### config.mk
export PLATFORM = sky130hd
export DESIGN_NAME = handshake_fifo_buffer
export DESIGN_NICKNAME = d
export VERILOG_FILES = /design/src/rtl/handshake_fifo_buffer.sv
export SDC_FILE = /design/constraint.sdc
export NUM_CORES = 1
export LEC_CHECK = 0
export ABC_AREA = 1
export BUFFER_PORTS_ARGS = -buffer_cell sky130_fd_sc_hd__buf_2
export CORE_MARGIN = 1
export CORE_UTILIZATION = 43
export DETAILED_ROUTE_END_ITERATION = 6
export HOLD_SLACK_MARGIN = 0.15
export PLACE_DENSITY = 0.66
export SYNTH_ARGS = -nofsm -noshare
export SYNTH_HDL_FRONTEND = slang
export SYNTH_SLANG_ARGS = --single-unit
### constraint.sdc
create_clock -name clk -period 2.6 [get_ports clk]
set_clock_uncertainty 0.05 [all_clocks]
set_input_delay 0.26 -clock clk [delete_from_list [all_inputs] [get_ports clk]]
set_output_delay 0.26 -clock clk [all_outputs]
set_load 0.01 [all_outputs]
### src/rtl/handshake_fifo_buffer.sv
// rtl/handshake_fifo_buffer.sv - elastic FIFO buffer stage for the handshake dataflow fabric
module handshake_fifo_buffer #(
    parameter int DATA_WIDTH = 32,
    parameter int DEPTH      = 4
) (
    input  logic                  clk,
    input  logic                  rst,
    input  logic [DATA_WIDTH-1:0] ins,
    input  logic                  ins_valid,
    output logic                  ins_ready,
    output logic [DATA_WIDTH-1:0] outs,
    output logic                  outs_valid,
    input  logic                  outs_ready
);

    localparam int PTR_W = (DEPTH > 1) ? $clog2(DEPTH) : 1;
    localparam int CNT_W = $clog2(DEPTH + 1);
    localparam logic [PTR_W-1:0] LAST_PTR = PTR_W'(DEPTH - 1);
    localparam logic [CNT_W-1:0] FULL_CNT = CNT_W'(DEPTH);

    logic [DATA_WIDTH-1:0] mem [DEPTH];
    logic [PTR_W-1:0]      rd_ptr;
    logic [PTR_W-1:0]      wr_ptr;
    logic [CNT_W-1:0]      count;
    logic                  push;
    logic                  pop;

    // Explicit wrap compare so non-power-of-two depths cycle through DEPTH slots.
    function automatic logic [PTR_W-1:0] next_ptr(input logic [PTR_W-1:0] p);
        return (p == LAST_PTR) ? '0 : p + PTR_W'(1);
    endfunction

    // Ready and valid derive only from the stored count, never from outs_ready,
    // and are forced low while reset is held so the stage looks inert.
    assign ins_ready  = rst && (count != FULL_CNT);
    assign outs_valid = rst && (count != '0);
    assign outs       = outs_valid ? mem[rd_ptr] : '0;

    assign push = ins_valid & ins_ready;
    assign pop  = outs_valid & outs_ready;

    // Token storage: written only on an accepted push, no reset needed since
    // slots are never presented until count covers them.
    always_ff @(posedge clk) begin
        if (push) begin
            mem[wr_ptr] <= ins;
        end
    end

    // Pointer and occupancy bookkeeping; reset discards every held token.
    always_ff @(posedge clk or negedge rst) begin
        if (!rst) begin
            rd_ptr <= '0;
            wr_ptr <= '0;
            count  <= '0;
        end else begin
            if (push) begin
                wr_ptr <= next_ptr(wr_ptr);
            end
            if (pop) begin
                rd_ptr <= next_ptr(rd_ptr);
            end
            case ({push, pop})
                2'b10:   count <= count + CNT_W'(1);
                2'b01:   count <= count - CNT_W'(1);
                default: count <= count;
            endcase
        end
    end

endmodule

Word-level counts from Yosys, hierarchy flattened

Memories as Yosys holds them, arrays and structs flattened.
Cells that the tools add are included.

Flip-flop bits (word level): 7
Bits in writable memories: 128
Input bits: 36
Word-level logic and storage cells: 25
Memories kept: 1

$add $sub $neg: 4
Equal/unequal tests: 5
Muxes and demuxes: 6
Bitwise operators: 2
Reductions and logical operators: 4

Memory list:

| memory | words | bits a word | rd ports | clocked after Yosys merged registers in | write ports | line | RTL |
|---|---|---|---|---|---|---|---|
| mem    | 4     | 32          | 1        | 0                                       | 1           | 21   | `logic [DATA_WIDTH-1:0] mem [DEPTH];` |

Operator list:

| operator                                                              | count |
|---|---|
| 32-bit 2-to-1 mux                                                     | 1 |
| 2-bit equality test, second input constant                            | 3 |
| 3-bit one-hot mux with 2 select lines                                 | 1 |
| 2-bit by 1-bit adder with 2-bit output, second input constant         | 2 |
| 2-bit 2-to-1 mux                                                      | 2 |
| 3-bit by 1-bit adder with 3-bit output, second input constant         | 1 |
| 3-bit inequality test, second input constant                          | 1 |
| 3-bit nonzero test                                                    | 1 |
| 3-bit by 1-bit subtractor with 3-bit output, second input constant    | 1 |
| 1-bit bitwise AND                                                     | 2 |
| 2-bit by 1-bit equality test with 1-bit output, second input constant | 1 |
| 1-bit logical AND                                                     | 2 |
| 1-bit 2-to-1 mux                                                      | 2 |
| 2-bit nonzero test                                                    | 1 |

Logic depth before layout (Yosys ltp)

Depth after elaboration: 5
Depth in mapped cells: 12
Mapped depth without buffers: 12

Least setup slack after synthesis

OpenSTA, ideal clock, no wires.

Path type: reg2reg
Start point: register count[0]
End point: memory mem[0][0] (enable)
Library setup time: 0.421 ns
Arrival time: 2.036 ns
Slack: 0.093 ns
Cell stages (with the launch flop): 5
Path buffers: 0
Clock period less this slack: 2.507 ns
Cells stage by stage: dfrtp_1 nor2_2 nand2_1 nand3_2 nor2_1

Word-level cells in the longest chain between the ends: 5

Ends and longest elaborated chain:

| what                                   | line | RTL |
|---|---|---|
| start: declaration                     | 24   | `logic [CNT_W-1:0] count;` |
| start signal: assignment               | 64   | `2'b10: count <= count + CNT_W'(1);` |
| start signal: assignment               | 65   | `2'b01: count <= count - CNT_W'(1);` |
| start signal: assignment               | 66   | `default: count <= count;` |
| 3-bit inequality test                  | 35   | `assign ins_ready = rst && (count != FULL_CNT);` |
| 1-bit logical AND                      | 35   |  |
| 1-bit bitwise AND                      | 39   | `assign push = ins_valid & ins_ready;` |
| 1-bit 2-to-1 mux                       | 45   | `if (push) begin` |
| 1-bit 2-to-1 mux (not written as such) | 46   | `mem[wr_ptr] <= ins;` |
| end: declaration                       | 21   |  |

Every way passes these cells.

Final worst setup path

Start point: input port rst
End point: output port outs[29]

Word-level cells in the longest chain between the ends: 2

Ends and longest elaborated chain:

| what               | line | RTL |
|---|---|---|
| start: declaration | 7    | `input logic rst,` |
| 1-bit logical AND  | 36   | `assign outs_valid = rst && (count != '0);` |
| 32-bit 2-to-1 mux  | 37   | `assign outs = outs_valid ? mem[rd_ptr] : '0;` |
| end: declaration   | 11   | `output logic [DATA_WIDTH-1:0] outs,` |

Every way passes these cells.

==> impl_metrics.toml <==
[global_route]
grt_max_degree = 68
grt_util_all_layers_pct = 18.3
grt_overflow = 0
antenna_found_initial = 0
grt_pass1_wl_um = 19400
grt_pass1_vias = 3928

[die]
core_um2 = 13300
die_w_um = 119
io_pins = 70
row_count = 42
die_area_um2 = 14200
start_util_pct = 44.4
die_h_um = 119

[setup_path]
crit_fanout = 22
crit_path_start_kind = "primary input"
cpMostUsedCell = "buf_2"
critPathRequiredTime_ns = 2.29
max_stage_delay_ns = 0.52
path_cells = "dlygate4sd3_1, buf_2, nand2_2, buf_4, a21oi_1, buf_2"
critPathCaptureType = "output pin"
crit_arrival_ns = 2.09
cp_slowest_cell = "dlygate4sd3_1"
path_class = "in -> out"

[pwr]
p_total_mw = 7.22
p_leak_nw = 3.38
vdd_drop_max_mv = 0.793
power_density_nw_per_um2 = 971

[logic_synthesis]
ys_warn_count = 0
yosysTopAreaCell = "edfxtp_1"
seq_area_frac_synth_pct = 68.1
synth_cell_types = 20
avgSynthCellArea_um2 = 10.4
synth_nets = 611
synthesis.area_um2 = 5910
netlist.area_leader.share_pct = 65.1
syn_inst = 568
ys_ff_latch = 135
synthTopCellsByArea = "edfxtp_1 65%, nand2_1 9.0%, inv_1 9.0%"

[drt]
drcViolationCount = 0
avgViaCountPerCell = 4.60
first_pass_iters = 4
routed_wl_um = 12000
num_vias = 3992
ant_nets = 0
wl_per_cell_um = 13.8
first_iter_violations = 222

[clocking]
insertion_delay_ns = 0.41
cts_resized = 0
numCtsBuffers = 17
cts_root_buf = "clkbuf_16"
post_cts_buffers = 0
htreeDepth = 4
cts_hold_buffers = 35
clkSlewWorstSetupHoldPaths_ns = 0.06
cts_tree = "yes"
ctsLongestPathBuffers = 2
clock-sinks = 135

[finish]
final_common_cell = "nand2_1"
n_fill_cell = 1093
instances_no_fill = 867
drive_above_1_share_pct = 17.9
syn_to_final_growth_pct = 25.8
seq_area_um2 = 4020
final_cell_mix = "142 x nand2_1, 141 x inv_1, 128 x edfxtp_1, 69 x buf_2, 66 x nand3_1"
num-nets-final = 721
multi_input_area_um2 = 1250
diodes = 0

[place]
place_hpwl_um = 7160
dpl.cell_count = 800
port_buffers = 69
place.gp.congestion = 0.774

[sta]
fmax_mhz = 417
tightest_slew_ns = 0.623
tns_ns = 0
fin_crit_ns = 2.40
finalHoldViolations = 0
fin_hold_ws_ns = 0.212
setup_viol = 0
max_slew_margin_pct = 58.4
rsz0062_at_grt = "no"
drv_slew = 0
period_share_pct = 92.3

[status]
status = "finished, final reports clean"

[worst_hold_path]
min_path_type = "in -> async"

[run]
maxCapViolations = 0
## worst max-delay path, delay by kind of cell
kind,cells,cell delay [ns]
buffers and inverters,4,1.30
and+or+nand+nor,1,0.39
AOI/OAI and AO/OA,1,0.13
## through the flow
step,cell area [µm²],setup WS (ns),util (%)
6_report,7430,0.201,55.9
5_1_grt,7430,0.0666,55.9
4_1_cts,7430,0.182,55.9
3_5_place_dp,6500,0.513,48.9
3_3_place_gp,6500,0.596,48.9
2_1_floorplan,5910,0.0927,-
## final cells by class
type / instances / area share (%)
Tap cell: 176 / 2.96
Clock buffer: 18 / 5.77
Inverter: 144 / 7.27
Multi-Input combinational cell: 265 / 16.9
Clock inverter: 14 / 2.05
Sequential cell: 135 / 54.1
Timing Repair Buffer: 115 / 11.0
## routing by layer
layer	vias up	wire length, µm	global-route usage, %
met5	-	0	0
met4	0	148	6.17
met3	14	455	4.84
met2	96	6040	30.8
met1	1860	5350	22.9
li1	2022	-	-
## kinds of logic after synthesis
family                     Yosys count  share of synthesized area [%]
adders and majority gates            7                           1.61
DFF                                135                           68.1
and+or+nand+nor                    223                           16.0
buffers and inverters              168                           11.3
AOI/OAI and AO/OA                   34                           2.92
xor gates and xnor gates             1                          0.148
## worst paths after layout
path	cells after the start	slack, ns	to	from
min in group clk	1	0.48	count[0]	count[0]
hold / removal	2	0.21	count[1]	rst
max in group asynchronous	2	2.04	rd_ptr[0]	rst
setup reg to reg	10	0.53	count[2]	count[0]
hold reg to reg	1	0.48	count[0]	count[0]
setup / recovery	6	0.20	outs[29]	rst
## registers in the layout, summed over array words and instances (netlist names)
name	count
count	3
mem	128
wr_ptr	2
rd_ptr	2
## synth_stat cells
cell type	count
nand2_1	142
buf_2	15
inv_2	3
nor2_2	1
edfxtp_1	128
nand2_2	2
clkbuf_1	5
a21oi_1	32
fa_1	1
xnor2_1	1
a21boi_0	1
nor2_1	6
buf_4	4
o21ai_0	1
nand3_2	1
inv_1	141
nand4_1	5
ha_1	6
nand3_1	66
dfrtp_1	7
## where the power goes
| group | total, mW | leakage (nW) | switching, mW | internal, mW |
|---|---|---|---|---|
| logic | 2.15 | 1.86 | 1.43 | 0.721 |
| registers | 2.75 | 1.24 | 0.0950 | 2.65 |
| clock network | 2.32 | 0.273 | 0.904 | 1.42 |
| total | 7.22 | 3.38 | 2.43 | 4.79 |
Power figures use the tool's default switching activity.
